<file path="config.mk">
export PLATFORM = sky130hd
export DESIGN_NAME = core_seq_ctrl_flat
export DESIGN_NICKNAME = d
export VERILOG_FILES = /design/src/rtl/core_seq_ctrl_pkg.sv /design/src/rtl/core_seq_ctrl_if.sv /design/src/rtl/core_seq_ctrl_timeout.sv /design/src/rtl/core_seq_ctrl.sv /design/src/flat_wrapper.sv
export SDC_FILE = /design/constraint.sdc
export NUM_CORES = 1
export LEC_CHECK = 0
export CAP_MARGIN = 40
export CORE_MARGIN = 2
export CORE_UTILIZATION = 35
export DETAILED_ROUTE_END_ITERATION = 8
export HOLD_SLACK_MARGIN = 0.02
export PLACE_DENSITY = 0.62
export SYNTH_ARGS = -nofsm -noshare
export SYNTH_HDL_FRONTEND = slang
export SYNTH_HIERARCHICAL = 1
export SYNTH_SLANG_ARGS = --single-unit
</file>
<file path="constraint.sdc">
create_clock -name clk -period 14.3 [get_ports clk]
set_input_delay 4.29 -clock clk [delete_from_list [all_inputs] [get_ports clk]]
set_output_delay 4.29 -clock clk [all_outputs]
set_load 0.02 [all_outputs]
</file>
<file path="src/rtl/core_seq_ctrl_pkg.sv">
// Shared types for the core sequencer: opcodes, controller states, next-PC helper.
package core_seq_ctrl_pkg;

  localparam int DATA_WIDTH = 32;

  typedef enum logic [6:0] {
    OP_LUI    = 7'b0110111,
    OP_AUIPC  = 7'b0010111,
    OP_JAL    = 7'b1101111,
    OP_JALR   = 7'b1100111,
    OP_BRANCH = 7'b1100011,
    OP_LOAD   = 7'b0000011,
    OP_STORE  = 7'b0100011,
    OP_I_TYPE = 7'b0010011,
    OP_R_TYPE = 7'b0110011
  } opcode_t;

  typedef enum logic [2:0] {
    S_FETCH, S_DECODE, S_EXEC, S_MEM, S_WB, S_TRAP
  } ctrl_state_t;

  function automatic logic op_known(logic [6:0] op);
    case (op)
      OP_LUI, OP_AUIPC, OP_JAL, OP_JALR, OP_BRANCH,
      OP_LOAD, OP_STORE, OP_I_TYPE, OP_R_TYPE: return 1'b1;
      default: return 1'b0;
    endcase
  endfunction

  // JALR clears target bit 0; misalignment (bit 1) is judged by the caller.
  function automatic logic [DATA_WIDTH-1:0] calc_next_pc(
    opcode_t op, logic taken, logic [DATA_WIDTH-1:0] tgt, logic [DATA_WIDTH-1:0] pc);
    logic [DATA_WIDTH-1:0] npc;
    npc = pc + 32'd4;
    if (op == OP_JAL || (op == OP_BRANCH && taken)) npc = tgt;
    else if (op == OP_JALR) npc = {tgt[DATA_WIDTH-1:1], 1'b0};
    return npc;
  endfunction

endpackage

</file>
<file path="src/rtl/core_seq_ctrl_if.sv">
// Handshake bundle between the sequencer and imem / decoder / ALU / dmem.
interface core_seq_ctrl_if;
  import core_seq_ctrl_pkg::*;

  logic [DATA_WIDTH-1:0] pc;
  logic                  imem_req_valid;
  logic                  imem_resp_valid;
  logic [DATA_WIDTH-1:0] imem_rdata;
  logic [DATA_WIDTH-1:0] instr;
  logic                  dec_req_valid;
  logic                  dec_resp_valid;
  logic [6:0]            dec_opcode;
  logic                  alu_req_valid;
  logic                  alu_resp_valid;
  logic                  branch_taken;
  logic [DATA_WIDTH-1:0] target_addr;
  logic                  dmem_req_valid;
  logic                  dmem_we;
  logic                  dmem_resp_valid;
  logic                  rf_we;
  logic                  trap;
  logic [DATA_WIDTH-1:0] retired;

  modport master (
    output pc, imem_req_valid, instr, dec_req_valid, alu_req_valid,
           dmem_req_valid, dmem_we, rf_we, trap, retired,
    input  imem_resp_valid, imem_rdata, dec_resp_valid, dec_opcode,
           alu_resp_valid, branch_taken, target_addr, dmem_resp_valid
  );

  modport slave (
    input  pc, imem_req_valid, instr, dec_req_valid, alu_req_valid,
           dmem_req_valid, dmem_we, rf_we, trap, retired,
    output imem_resp_valid, imem_rdata, dec_resp_valid, dec_opcode,
           alu_resp_valid, branch_taken, target_addr, dmem_resp_valid
  );

endinterface

</file>
<file path="src/rtl/core_seq_ctrl_timeout.sv">
// Request watchdog: counts cycles with a request outstanding, cleared on state entry.
module core_seq_timeout #(
  parameter int LIMIT = 64
) (
  input  logic clk,
  input  logic rst,
  input  logic clr,
  input  logic busy,
  output logic expired
);

  localparam int CW = $clog2(LIMIT + 1) + 1;

  logic [CW-1:0] cnt;

  // LIMIT of 0 disables the watchdog entirely.
  assign expired = (LIMIT != 0) && (cnt >= CW'(LIMIT));

  always_ff @(posedge clk or posedge rst) begin
    if (rst)                   cnt <= '0;
    else if (clr)              cnt <= '0;
    else if (busy && !expired) cnt <= cnt + 1'b1;
  end

endmodule

</file>
<file path="src/rtl/core_seq_ctrl.sv">
// Multi-cycle sequencer: owns PC/IR and walks each instruction through
// fetch/decode/execute/memory/writeback via req/resp handshakes.
module core_seq_ctrl
  import core_seq_ctrl_pkg::*;
#(
  parameter logic [DATA_WIDTH-1:0] RESET_PC       = 32'h0000_0000,
  parameter int                    TIMEOUT_CYCLES = 64
) (
  input  logic            clk,
  input  logic            rst,
  core_seq_ctrl_if.master bus
);

  ctrl_state_t           state, prev_state;
  opcode_t               op_q;
  logic                  taken_q;
  logic [DATA_WIDTH-1:0] tgt_q;
  logic [DATA_WIDTH-1:0] npc;
  logic                  complete, dec_bad, go_trap;
  logic                  tmo_clr, tmo_busy, tmo_expired, tmo_hit;

  assign tmo_clr  = (state != prev_state);
  assign tmo_busy = bus.imem_req_valid | bus.dec_req_valid |
                    bus.alu_req_valid  | bus.dmem_req_valid;
  // The counter still holds the previous state's count on the entry cycle.
  assign tmo_hit  = tmo_expired && !tmo_clr;

  core_seq_timeout #(.LIMIT(TIMEOUT_CYCLES)) u_tmo (
    .clk     (clk),
    .rst     (rst),
    .clr     (tmo_clr),
    .busy    (tmo_busy),
    .expired (tmo_expired)
  );

  // A branch completes in the ALU response cycle, so use the live compare there.
  always_comb begin
    npc = calc_next_pc(op_q, taken_q, tgt_q, bus.pc);
    if (state == S_EXEC) npc = calc_next_pc(op_q, bus.branch_taken, bus.target_addr, bus.pc);
  end

  assign complete = (state == S_EXEC && bus.alu_req_valid && bus.alu_resp_valid && op_q == OP_BRANCH) ||
                    (state == S_MEM  && bus.dmem_req_valid && bus.dmem_resp_valid && op_q == OP_STORE) ||
                    (state == S_WB);
  assign dec_bad  = state == S_DECODE && bus.dec_req_valid && bus.dec_resp_valid &&
                    !op_known(bus.dec_opcode);
  assign go_trap  = (state != S_TRAP) && (tmo_hit || dec_bad || (complete && npc[1]));

  always_ff @(posedge clk or posedge rst) begin
    if (rst) begin
      state              <= S_FETCH;
      prev_state         <= S_FETCH;
      bus.pc             <= RESET_PC;
      bus.instr          <= '0;
      bus.retired        <= '0;
      bus.trap           <= 1'b0;
      bus.imem_req_valid <= 1'b0;
      bus.dec_req_valid  <= 1'b0;
      bus.alu_req_valid  <= 1'b0;
      bus.dmem_req_valid <= 1'b0;
      bus.dmem_we        <= 1'b0;
      bus.rf_we          <= 1'b0;
      op_q               <= OP_R_TYPE;
      taken_q            <= 1'b0;
      tgt_q              <= '0;
    end else begin
      prev_state <= state;
      bus.rf_we  <= 1'b0;
      case (state)
        S_FETCH: begin
          if (!bus.imem_req_valid) bus.imem_req_valid <= 1'b1;
          if (bus.imem_req_valid && bus.imem_resp_valid) begin
            bus.imem_req_valid <= 1'b0;
            bus.instr          <= bus.imem_rdata;
            bus.dec_req_valid  <= 1'b1;
            state              <= S_DECODE;
          end
        end
        S_DECODE: if (bus.dec_req_valid && bus.dec_resp_valid) begin
          bus.dec_req_valid <= 1'b0;
          op_q              <= opcode_t'(bus.dec_opcode);
          if (bus.dec_opcode == OP_LUI) begin
            bus.rf_we <= 1'b1;
            state     <= S_WB;
          end else begin
            bus.alu_req_valid <= 1'b1;
            state             <= S_EXEC;
          end
        end
        S_EXEC: if (bus.alu_req_valid && bus.alu_resp_valid) begin
          bus.alu_req_valid <= 1'b0;
          taken_q           <= bus.branch_taken;
          tgt_q             <= bus.target_addr;
          if (op_q == OP_LOAD || op_q == OP_STORE) begin
            bus.dmem_req_valid <= 1'b1;
            bus.dmem_we        <= (op_q == OP_STORE);
            state              <= S_MEM;
          end else if (op_q != OP_BRANCH) begin
            bus.rf_we <= 1'b1;
            state     <= S_WB;
          end
        end
        S_MEM: if (bus.dmem_req_valid && bus.dmem_resp_valid) begin
          bus.dmem_req_valid <= 1'b0;
          bus.dmem_we        <= 1'b0;
          if (op_q == OP_LOAD) begin
            bus.rf_we <= 1'b1;
            state     <= S_WB;
          end
        end
        S_WB:    ;
        S_TRAP:  ;
        default: begin
          state    <= S_TRAP;
          bus.trap <= 1'b1;
        end
      endcase

      if (complete && !npc[1]) begin
        bus.pc             <= npc;
        bus.retired        <= bus.retired + 32'd1;
        bus.imem_req_valid <= 1'b1;
        state              <= S_FETCH;
      end

      // Trap wins over any transition made above in the same cycle.
      if (go_trap) begin
        state              <= S_TRAP;
        bus.trap           <= 1'b1;
        bus.imem_req_valid <= 1'b0;
        bus.dec_req_valid  <= 1'b0;
        bus.alu_req_valid  <= 1'b0;
        bus.dmem_req_valid <= 1'b0;
        bus.dmem_we        <= 1'b0;
      end
    end
  end

endmodule

</file>
<file path="src/flat_wrapper.sv">
// flat-port wrapper written by rule: the top's interface ports become plain ports
module core_seq_ctrl_flat import core_seq_ctrl_pkg::*;
#(
  parameter logic [DATA_WIDTH-1:0] RESET_PC       = 32'h0000_0000,
  parameter int                    TIMEOUT_CYCLES = 64
)
  (clk, rst, bus_pc, bus_imem_req_valid, bus_instr, bus_dec_req_valid, bus_alu_req_valid, bus_dmem_req_valid, bus_dmem_we, bus_rf_we, bus_trap, bus_retired, bus_imem_resp_valid, bus_imem_rdata, bus_dec_resp_valid, bus_dec_opcode, bus_alu_resp_valid, bus_branch_taken, bus_target_addr, bus_dmem_resp_valid);
  core_seq_ctrl_if bus_i ();
  input  logic clk;
  input  logic rst;
  output wire logic [$bits(bus_i.pc)-1:0] bus_pc;
  output wire logic [$bits(bus_i.imem_req_valid)-1:0] bus_imem_req_valid;
  output wire logic [$bits(bus_i.instr)-1:0] bus_instr;
  output wire logic [$bits(bus_i.dec_req_valid)-1:0] bus_dec_req_valid;
  output wire logic [$bits(bus_i.alu_req_valid)-1:0] bus_alu_req_valid;
  output wire logic [$bits(bus_i.dmem_req_valid)-1:0] bus_dmem_req_valid;
  output wire logic [$bits(bus_i.dmem_we)-1:0] bus_dmem_we;
  output wire logic [$bits(bus_i.rf_we)-1:0] bus_rf_we;
  output wire logic [$bits(bus_i.trap)-1:0] bus_trap;
  output wire logic [$bits(bus_i.retired)-1:0] bus_retired;
  input wire logic [$bits(bus_i.imem_resp_valid)-1:0] bus_imem_resp_valid;
  input wire logic [$bits(bus_i.imem_rdata)-1:0] bus_imem_rdata;
  input wire logic [$bits(bus_i.dec_resp_valid)-1:0] bus_dec_resp_valid;
  input wire logic [$bits(bus_i.dec_opcode)-1:0] bus_dec_opcode;
  input wire logic [$bits(bus_i.alu_resp_valid)-1:0] bus_alu_resp_valid;
  input wire logic [$bits(bus_i.branch_taken)-1:0] bus_branch_taken;
  input wire logic [$bits(bus_i.target_addr)-1:0] bus_target_addr;
  input wire logic [$bits(bus_i.dmem_resp_valid)-1:0] bus_dmem_resp_valid;
  assign bus_pc = bus_i.pc;
  assign bus_imem_req_valid = bus_i.imem_req_valid;
  assign bus_instr = bus_i.instr;
  assign bus_dec_req_valid = bus_i.dec_req_valid;
  assign bus_alu_req_valid = bus_i.alu_req_valid;
  assign bus_dmem_req_valid = bus_i.dmem_req_valid;
  assign bus_dmem_we = bus_i.dmem_we;
  assign bus_rf_we = bus_i.rf_we;
  assign bus_trap = bus_i.trap;
  assign bus_retired = bus_i.retired;
  assign bus_i.imem_resp_valid = bus_imem_resp_valid;
  assign bus_i.imem_rdata = bus_imem_rdata;
  assign bus_i.dec_resp_valid = bus_dec_resp_valid;
  assign bus_i.dec_opcode = bus_dec_opcode;
  assign bus_i.alu_resp_valid = bus_alu_resp_valid;
  assign bus_i.branch_taken = bus_branch_taken;
  assign bus_i.target_addr = bus_target_addr;
  assign bus_i.dmem_resp_valid = bus_dmem_resp_valid;
  core_seq_ctrl #(.RESET_PC(RESET_PC), .TIMEOUT_CYCLES(TIMEOUT_CYCLES)) u_core (.clk(clk), .rst(rst), .bus(bus_i));
endmodule
</file>
## Word-level counts from Yosys, hierarchy flattened

Index checks and enable logic that the tools add are counted.

| cells by class | value |
|---|---|
| add/subtract/negate cells | 3 |
| $lt $le $gt $ge | 1 |
| equal/unequal tests | 36 |
| muxes and demuxes | 51 |
| bitwise logic cells | 3 |
| reduce and logical (&&, ||, !) cells | 47 |

Operators with widths:

| kind | number |
|---|---|
| 32-bit 2-to-1 mux | 5 |
| 7-bit equality test, second input constant | 6 |
| 32-bit by 1-bit adder with 32-bit output, second input constant | 1 |
| 32-bit by 3-bit adder with 32-bit output, second input constant | 1 |
| 3-bit 2-to-1 mux | 10 |
| 7-bit by 6-bit equality test with 1-bit output, second input constant | 4 |
| 1-bit 2-to-1 mux | 28 |
| 1-bit logical AND | 20 |
| 8-bit 2-to-1 mux | 2 |
| 4-bit by 3-bit inequality test with 1-bit output, second input constant | 4 |
| 3-bit by 2-bit inequality test with 1-bit output, second input constant | 5 |
| 3-bit one-hot mux with 5 select lines | 1 |
| 7-bit by 2-bit equality test with 1-bit output, second input constant | 2 |
| 7-bit by 5-bit equality test with 1-bit output, second input constant | 2 |
| 3-bit nonzero test | 4 |
| 9-bit OR reduction | 1 |
| 8-bit by 1-bit adder with 8-bit output, second input constant | 1 |
| 8-bit by 7-bit greater-or-equal comparator with 1-bit output, second input constant | 1 |
| 1-bit one-hot mux with 2 select lines | 4 |
| 4-bit AND reduction | 2 |
| 1-bit logical OR | 7 |
| 7-bit inequality test, second input constant | 1 |
| 7-bit AND reduction | 1 |
| 3-bit by 2-bit equality test with 1-bit output, second input constant | 2 |
| other kinds (17) | 26 |

| storage, ports and cells | value |
|---|---|
| register bits | 157 |
| input bits | 78 |
| output and inout port bits | 103 |
| logic and storage cells | 157 |

## Longest topological paths before layout

| logic depth | value |
|---|---|
| depth after elaboration | 11 |
| depth in mapped cells | 10 |

## Hierarchy

Netlist, hierarchy kept.

By module, submodules not included:

| module | instances | cells each | area an instance (um^2) |
|---|---|---|---|
| core_seq_ctrl | 1 | 742 | 7654.8 |
| core_seq_timeout | 1 | 39 | 400.4 |

## Worst setup path before layout

Ideal clock, no wire load.

| timing path | value |
|---|---|
| kind | input to register |
| start point | input bus_branch_taken |
| end point | register u_core/bus.retired[29] (netlist name) |
| arrival | 5717 ps |
| data required time | 14171 ps |
| path slack | 8454 ps |
| cell stages on the path | 6 |
| path through | nand2b_1 a2111oi_4 nor3_2 a2111oi_4 nand3_1 xnor2_1 |

| on the way | value |
|---|---|
| cells in the longest elaborated chain, start to end | 6 |

Ends and longest elaborated chain:

| item | RTL line | text |
|---|---|---|
| start, declared | flat_wrapper.sv:26 | `input wire logic [$bits(bus_i.branch_taken)-1:0] bus_branch_taken;` |
| 1-bit logical AND | core_seq_ctrl_pkg.sv:35 | `if (op == OP_JAL \|\| (op == OP_BRANCH && taken)) npc = tgt;` |
| 1-bit logical OR | core_seq_ctrl_pkg.sv:35 |  |
| 32-bit 2-to-1 mux | core_seq_ctrl_pkg.sv:35 |  |
| 32-bit 2-to-1 mux | core_seq_ctrl.sv:39 | `if (state == S_EXEC) npc = calc_next_pc(op_q, bus.branch_taken, bus.target_addr, bus.pc);` |
| 1-bit logical NOT | core_seq_ctrl.sv:119 | `if (complete && !npc[1]) begin` |
| 1-bit logical AND | core_seq_ctrl.sv:119 |  |
| end signal, assigned | core_seq_ctrl.sv:121 | `bus.retired <= bus.retired + 32'd1;` |
| end, declared | core_seq_ctrl_if.sv:26 | `dmem_req_valid, dmem_we, rf_we, trap, retired,` |

No other way between the ends.
A chain may end at the register's enable or synchronous reset.

## Worst setup path after layout

| timing path | value |
|---|---|
| start point | input bus_branch_taken |
| end point | register u_core.bus.pc[21] |

| on the way | value |
|---|---|
| cells in the longest elaborated chain, start to end | 6 |

Ends and longest elaborated chain:

| item | RTL line | text |
|---|---|---|
| 1-bit logical AND * | core_seq_ctrl_pkg.sv:35 |  |
| 1-bit logical OR * | core_seq_ctrl_pkg.sv:35 |  |
| 32-bit 2-to-1 mux * | core_seq_ctrl_pkg.sv:35 |  |
| 32-bit 2-to-1 mux * | core_seq_ctrl.sv:39 |  |
| 1-bit logical NOT | core_seq_ctrl.sv:119 |  |
| 1-bit logical AND | core_seq_ctrl.sv:119 |  |
| end signal, assigned | core_seq_ctrl.sv:120 | `bus.pc <= npc;` |
| end, declared | core_seq_ctrl_if.sv:25 | `output pc, imem_req_valid, instr, dec_req_valid, alu_req_valid,` |

Mark *: on every way between the ends. The rest lies on a longest branch, timed or not.

==> results_dict.tcl <==
set metrics [dict create \
    cts_buffers 17 \
    cts_hold_buf 0 \
    syn_area_per_cell_sq_um 10.3 \
    grt_max_degree 79 \
    status "completed" \
    min_path_type "reg -> reg" \
    syn-num-nets 862 \
    p_leak_nw 4.59 \
    cts_tree "built" \
    grt_usage_pct 19.1 \
    core_area_sq_um 22600 \
    synth-seq-area-share_pct 48.8 \
    start_util_pct 35.6 \
    slowest_stage "a2111oi_4" \
    vias 6899 \
    yosys_warnings 6 \
    hold_viol_final 0 \
    drt_pre_antenna_iters 6 \
    synth_area_sq_um 8060 \
    fmax_mhz 143 \
    relSlewSlack_pct 37.9 \
    p_total_mw 1.00 \
    post_cts_resized 0 \
    die_y_um 156 \
    maxCapViolations 0 \
    routed_via_density 5.51 \
    ant_nets 0 \
    drt_wl_total_mm 22.8 \
    clk_pin_slew_ns 0.07 \
    layout_commonest_cell "clkdlybuf4s50_1" \
    dpl_cell_area_sq_um 10200 \
    mostFrequentLayoutCells "clkdlybuf4s50_1, dfrtp_1, mux2_2" \
    ir_drop_mv 0.0716 \
    die_area_sq_um 24200 \
    start_kind "input pin" \
    finalMaxSlewViolations 0 \
    dp_hpwl_mm 15.9 \
    nNetsFinal 1035 \
    ys.flop_type "dfrtp_1" \
    cts-root-buf "clkbuf_16" \
    setup_violations 0 \
    critPathKind "in -> reg" \
    cts.sinks 157 \
    cp_top_family "compound AO/OA/AOI/OAI gates" \
    slowest_delay_ns 0.87 \
    fin_area_sq_um 10900 \
    rows 55 \
    syn_inst 781 \
    cts_setup_buffers 0 \
    preCtsSetupSlack_ns 6.90 \
    io_buffer_count 180 \
    wl_per_cell_um 18.2 \
    syn_to_final_growth_pct 34.9 \
    path_buf_inv 2 \
    p_per_area_nw_per_um2 92.5 \
    setup_tns_ns 0 \
    cts_buffer_depth 2 \
    rsz0062_at_grt "false" \
    synth_edf_count 0 \
    clk_latency_ns 0.42 \
    cts_max_level 4 \
    die_x_um 156 \
    synth.distinct_cells 65 \
    fin_crit_sh_pct 48.8 \
    utilization_pct 48.0 \
    skew_ns 0.00878 \
    first_global_vias 6708 \
    crit_chain "clkdlybuf4s50_1 > nand2b_1 > a2111oi_4 > nor3_2 > a211o_1 > buf_4 > a31o_2 > a32o_1" \
    io_pins 181 \
    end_kind "flip-flop" \
    grt_first_pass_wirelength_mm 36.5 \
    synth_seq_cells 157 \
    route.detailed.drc 0 \
    detail_route.iter0.violations 536 \
    fin_crit_ns 6.98 \
    drive_gt1_share_pct 15.0 \
    cp.required_ns 14.61 \
    fin_ws_ns 7.32 \
    cp_max_fo 34 \
    async_flop_share_pct 100 \
    cp_data_arrival_time_ns 7.29 \
    tightest_slew_ns 0.923 \
    grt_overflow 0 \
    gp_congestion 0.865 \
    grt_antenna_before_repair 1 \
]
-- stage by stage --
step | instances | hold WS, ns
4_1_cts | 1251 | 0.473
2_1_floorplan | 781 | 0.419
3_5_place_dp | 1220 | 0.459
6_report | 1252 | 0.468
5_1_grt | 1252 | 0.490
3_3_place_gp | 1215 | 0.452
-- area by class of cell --
cell class	count	area [sq um]
clock inverter	13	238
sequential	157	3930
antenna	1	2.50
timing repair buffer	194	1920
multi-input combinational	564	3900
inverter	20	80.1
fill	2111	11800
tap	285	357
clock buffer	18	439
-- Yosys cell counts (3+ instances only) --
master	count	share of area (%)
dfrtp_1	153	48
mux2_2	70	9.8
nand2_1	55	2.6
o21ai_0	53	3.3
nor2_1	45	2.1
a21oi_1	40	2.5
xnor2_1	32	3.5
nand3_1	29	1.8
nand4_1	28	2.2
clkbuf_1	26	1.2
inv_1	20	0.93
and3_1	18	1.4
nor3_1	18	1.1
a31oi_1	13	1.0
xor2_1	13	1.4
buf_2	10	0.62
a21o_1	8	0.75
a221oi_1	8	0.87
or3_1	8	0.62
a31o_2	7	0.76
nand2b_1	7	0.54
nor4_1	7	0.54
o22ai_1	7	0.54
a211oi_1	6	0.56
nor2b_1	6	0.47
o211ai_1	6	0.56
nor3_2	5	0.62
o31ai_1	5	0.47
or4_1	5	0.47
a211o_1	4	0.43
a22oi_1	4	0.37
dfstp_2	4	1.3
mux2i_1	4	0.50
o221ai_1	4	0.43
and2_1	3	0.23
buf_1	3	0.14
ha_1	3	0.47
o22a_1	3	0.33
-- kinds of logic after synthesis --
group,count (synthesis),synth area share (%)
AND/OR/NAND/NOR,252,16.7
XOR/XNOR,45,4.89
AO/OA/AOI/OAI,190,15.8
multiplexers,74,10.3
adder cells (fa/ha/maj),3,0.466
buffers and inverters,60,3.04
flip-flops,157,48.8
-- worst reg2reg max path, delay by kind of cell (launching register included) --
kind,cells,cell delay [ns]
DFF,1,0.65
buffers and inverters,1,0.32
AOI/OAI and AO/OA,4,1.73
and+or+nand+nor,2,0.81
-- metal layers --
layer / part of all wire (%) / vias to the layer above / global-route usage, %
met5: 0 / - / 0
met4: 1.3 / 0 / 4.76
met3: 6.2 / 23 / 4.39
met2: 47 / 251 / 30.2
met1: 45 / 3387 / 26.6
li1: - / 3238 / -
-- where the power goes --
group | internal, mW | total, mW | switching [mW]
Sequential | 0.444 | 0.444 | 0
Clock | 0.333 | 0.525 | 0.192
Combinational | 0.0201 | 0.0353 | 0.0152
-- flip-flops by register name, summed over array words and instances, names as in the netlist --
name,flops
u_core/bus.rf_we,1
u_core/bus.trap,1
u_core/u_tmo/cnt,8
u_core/bus.pc,32
u_core/state,3
u_core/prev_state,3
u_core/bus.dec_req_valid,1
u_core/bus.alu_req_valid,1
u_core/taken_q,1
u_core/tgt_q,32
u_core/bus.dmem_we,1
u_core/bus.dmem_req_valid,1
u_core/bus.imem_req_valid,1
u_core/bus.retired,32
u_core/bus.instr,32
u_core/op_q,7
-- final timing paths --
| kind | endpoint | startpoint | depth (start not counted) | slack [ns] |
|---|---|---|---|---|
| setup / recovery | u_core/bus.pc[21]$_DFFE_PP0P_ | bus_branch_taken | 8 | 7.32 |
| hold / removal | u_core/bus.trap$_DFFE_PP0P_ | u_core/bus.trap$_DFFE_PP0P_ | 1 | 0.47 |
| setup reg to reg | u_core/bus.pc[21]$_DFFE_PP0P_ | u_core/state[1]$_DFFE_PP0P_ | 7 | 10.68 |
| hold reg to reg | u_core/bus.trap$_DFFE_PP0P_ | u_core/bus.trap$_DFFE_PP0P_ | 1 | 0.47 |
| max in group asynchronous | u_core/tgt_q[4]$_DFFE_PP0P_ | rst | 4 | 8.72 |
| min in group asynchronous | u_core/u_tmo/cnt[4]$_DFFE_PP0P_ | rst | 2 | 4.24 |
No activity file was read; power rests on OpenSTA's default activity.
